[config.mk]
export PLATFORM = sky130hd
export DESIGN_NAME = speaker_ctl
export DESIGN_NICKNAME = d
export VERILOG_FILES = /design/src/rtl/speaker_ctl.sv
export SDC_FILE = /design/constraint.sdc
export NUM_CORES = 1
export LEC_CHECK = 0
export BUFFER_PORTS_ARGS = -buffer_cell sky130_fd_sc_hd__clkbuf_2
export CAP_MARGIN = 20
export CORE_MARGIN = 2
export CORE_UTILIZATION = 50
export DETAILED_ROUTE_END_ITERATION = 12
export PLACE_DENSITY = 0.74
export SYNTH_ARGS = -nofsm -noshare
export SYNTH_HDL_FRONTEND = slang
export SYNTH_SLANG_ARGS = --single-unit
[constraint.sdc]
create_clock -name clk -period 2.6 [get_ports clk]
set_clock_uncertainty 0.1 [all_clocks]
set_input_delay 0.13 -clock clk [delete_from_list [all_inputs] [get_ports clk]]
set_output_delay 0.13 -clock clk [all_outputs]
set_load 0.02 [all_outputs]
[src/rtl/speaker_ctl.sv]
// Stereo DAC serializer: mclk/sck/lrck dividers and a left-justified, MSB-first 16-bit sdin stream.
// Latency: samples captured at the frame wrap edge; left MSB on sdin at once, right MSB 256 clks later.
// Backpressure: none; free-running 512-clk frame, inputs are sampled only at the wrap edge.
module speaker_ctl (
    input  logic        clk,
    input  logic        rst_n,
    input  logic [15:0] audio_left,
    input  logic [15:0] audio_right,
    input  logic        mute,
    output logic        audio_mclk,
    output logic        audio_sck,
    output logic        audio_lrck,
    output logic        audio_sdin,
    output logic        sample_tick
);

    logic [8:0]  r_cnt;
    logic [15:0] r_sh;
    logic [15:0] r_hold_r;
    logic        r_mclk;
    logic        r_sck;
    logic        r_lrck;
    logic        r_tick;

    logic [8:0]  w_cnt_nxt;
    logic        w_slot_edge;
    logic        w_wrap;
    logic        w_mid;

    assign w_cnt_nxt   = r_cnt + 9'd1;
    // Slot boundary: cnt[3:0] 15->0, the sck falling edge.
    assign w_slot_edge = (r_cnt[3:0] == 4'hF);
    assign w_wrap      = (r_cnt == 9'd511);
    assign w_mid       = (r_cnt == 9'd255);

    // Frame counter plus clock outputs registered from the next count, so each
    // clock pin is its own flop yet always equals the matching counter bit.
    always_ff @(posedge clk or negedge rst_n) begin
        if (!rst_n) begin
            r_cnt  <= 9'd0;
            r_mclk <= 1'b0;
            r_sck  <= 1'b0;
            r_lrck <= 1'b1;
            r_tick <= 1'b0;
        end else begin
            r_cnt  <= w_cnt_nxt;
            r_mclk <= w_cnt_nxt[1];
            r_sck  <= w_cnt_nxt[3];
            r_lrck <= ~w_cnt_nxt[8];
            // Pulses only for cnt==0 reached by a wrap, i.e. when samples were taken.
            r_tick <= w_wrap;
        end
    end

    // Serial shifter: load left and latch right on wrap, load right at mid-frame,
    // otherwise shift one bit per slot boundary.
    always_ff @(posedge clk or negedge rst_n) begin
        if (!rst_n) begin
            r_sh     <= 16'h0000;
            r_hold_r <= 16'h0000;
        end else if (w_wrap) begin
            r_sh     <= mute ? 16'h0000 : audio_left;
            r_hold_r <= mute ? 16'h0000 : audio_right;
        end else if (w_mid) begin
            r_sh     <= r_hold_r;
        end else if (w_slot_edge) begin
            r_sh     <= {r_sh[14:0], 1'b0};
        end
    end

    assign audio_mclk  = r_mclk;
    assign audio_sck   = r_sck;
    assign audio_lrck  = r_lrck;
    assign audio_sdin  = r_sh[15];
    assign sample_tick = r_tick;

endmodule

==> results.sh <==
export IMPL_hp_class="in -> reg"
export IMPL_status="finished clean"
export IMPL_synth_area_leader_cell="dfrtp_1"
export IMPL_grt_max_degree=44
export IMPL_seq_power_share=0.573
export IMPL_die_w_um=66.4
export IMPL_design_area_um2=2500
export IMPL_avgSynthCellArea_um2=11.1
export IMPL_holdPathStages=3
export IMPL_rr_worst_depth=7
export IMPL_grt_pass1_vias=1531
export IMPL_grt_overflow_total=0
export IMPL_slew_limit_headroom=0.623
export IMPL_fin_crit_ns=2.27
export IMPL_fin_hold_ws_ns=0.00575
export IMPL_final_layout_size_suffix_gt1_frac=0.233
export IMPL_synth_edf_count=0
export IMPL_worstSkewPairLatency_ns=0.29
export IMPL_min_period_over_period=0.875
export IMPL_power_density_nw_per_um2=465
export IMPL_slew_violations=0
export IMPL_tightest_slew_ns=0.565
export IMPL_fp_dieH_um=66.4
export IMPL_final_nets=278
export IMPL_hold_viol_final=0
export IMPL_gp_congestion=0.777
export IMPL_area_growth_pct=28.7
export IMPL_ys_seq_area_frac=0.553
export IMPL_cell_internal_pwr_uw=924
export IMPL_critical_path_required_ns=2.72
export IMPL_synthArstFlopShare=1.00
export IMPL_swShare=0.207
export IMPL_ctsRootBufferMaster="clkbuf_8"
export IMPL_dieArea_um2=4410
export IMPL_p_sw_uw=242
export IMPL_ys_ff_latch=43
export IMPL_drt_pass1_iter_count=5
export IMPL_clock_sink_count=43
export IMPL_drt_initial_drc_count=103
export IMPL_track_usage=0.217
export IMPL_max_cap_violations=0
export IMPL_irDropWorstVdd_uv=315
export IMPL_setup_viol=0
export IMPL_wire_per_inst_um=14.5
export IMPL_syn_inst=175
export IMPL_p_total_mw=1.17
export IMPL_fmax_mhz=440
export IMPL_netlist_area_um2=1950
export IMPL_dp_hpwl_um=2720
export IMPL_fin_tns_setup_ns=0
export IMPL_n_antenna_cell=0
export IMPL_synth_top_area_share=0.540
export IMPL_setup_worst_path_class="reg -> reg"
export IMPL_vias=1485
export IMPL_ant_nets=0
export IMPL_synthFlopType="dfrtp_1"
export IMPL_crit_arrival_ns=2.39
export IMPL_postCtsSetupRepairBufs=0
export IMPL_cts_buffer_depth=2
export IMPL_start_kind="register"
export IMPL_pwr_share_clk=0.361
export IMPL_htree_levels=2
export IMPL_syn_nets=213
export IMPL_routed_wl_um=4160
export IMPL_viasPerCell=5.16
export IMPL_portBuffers=39
export IMPL_cts_buffers=5
export IMPL_start_util=0.524
export IMPL_post_route_drc_count=0
export IMPL_yosysWarningCount=0
export IMPL_synthTopCellsByArea="dfrtp_1 54%, mux2i_1 7.7%, o21ai_0 6.9%"
export IMPL_grt_pass1_wl_um=7030
export IMPL_p_leak_nw=1.23
export IMPL_rows=22
export IMPL_dpl_instance_area_um2=2150
export IMPL_cp_end_kind="register"
export IMPL_boundaryPins=40
export IMPL_core_um2=3720
export IMPL_cts_tree="done"
export IMPL_yosysUniqueCellTypes=30
export IMPL_fillers=300
export IMPL_rsz0062_at_grt="no"
export IMPL_antenna_found_initial=0
export IMPL_p_comb_frac=0.066
export IMPL_cp_max_fo=14
export IMPL_cts_reportedPaths_clkPinSlew_ns=0.08
routing by layer:
metal	track usage	share of wire
met5	0	0
met4	0.0689	0.014
met1	0.292	0.47
met3	0.0545	0.039
met2	0.346	0.48
power by group through the flow:
stage                     Sequential, mW  Clock (mW)  Combinational, mW
after floorplan                    0.682           0            0.00295
after global placement             0.681           0             0.0440
after detailed placement           0.681           0             0.0439
after CTS                          0.668       0.434             0.0731
after global routing               0.668       0.459             0.0843
final                              0.668       0.420             0.0771
Yosys cell counts (all sizes together) (2+ instances only):
library cell,instances
nor2b,3
nand3,5
and3,2
o21ai,31
inv,19
nand2,11
buf,7
a22oi,14
dfrtp,42
ha,3
clkbuf,2
mux2i,15
nand3b,8
xnor2,5
placed cells by master, fill, tap and decap left out, drive strengths merged:
cell,n
a22oi,14
o21ai,31
a21oi,1
mux2i,15
nand2b,1
a221oi,1
dfrtp,42
nor2b,3
nor2,1
dlygate4sd3,25
nand3,5
xnor2,5
or2,1
clkinv,1
inv,19
xor2,1
nand3b,8
clkbuf,45
nand2,11
ha,3
and3,2
dfstp,1
buf,3
o21a,1
worst max-delay path, cell delays in order (launching register included):
cell and delay (ns):
dfrtp_1 0.41, ha_1 0.25, nand3_1 0.14, nor2_1 0.18, ha_1 0.30, nor2b_2 0.51
a22oi_1 0.18, o21ai_1 0.13
cell type report:
cell class              instances  area (um^2)  area share
multi-input cells             104          728       0.291
well taps                      48         60.1      0.0240
repair buffers                 67          480       0.192
clock inverters                 1         5.00     0.00200
clock buffers                   6         82.6      0.0330
flip-flops and latches         43         1080       0.430
inverters                      19         71.3      0.0285
per-stage QoR:
stage          instances  setup WS, ns  utilization
3_5_place_dp         255         0.360        0.578
2_1_floorplan        175         0.594            -
4_1_cts              287         0.332        0.669
5_1_grt              288        0.0863        0.674
3_3_place_gp         255         0.429        0.578
6_report             288         0.325        0.674
cells by family after synthesis:
logic type	after synthesis	share of synthesized area
compound gates	48	0.156
flops	43	0.553
simple gates	32	0.0951
buf+inv	28	0.0726
mux	15	0.0771
xor+xnor	6	0.0270
fa+ha+maj	3	0.0193
flip-flops by register name (all words and copies together), names as in the netlist:
name,count
audio_lrck,1
r_cnt,9
r_hold_r,16
r_sh,16
sample_tick,1
worst paths after layout:
check / startpoint / end / slack, ns
setup / recovery: r_cnt[0] / r_sh[15] / 0.33
hold / removal: audio_left[8] / r_sh[8] / 0.006
setup reg to reg: r_cnt[0] / r_sh[15] / 0.33
hold reg to reg: r_cnt[4] / r_cnt[4] / 0.38
max in group asynchronous: rst_n / audio_lrck / 1.61
min in group asynchronous: rst_n / r_cnt[1] / 0.22
timing repair:
action | in CTS | in global routing
hold buffers | 25 | 0
gates resized for setup | 0 | 0
endpoints found under the hold margin | 66 | 0
Note: power is estimated with default switching activity, not from simulation.
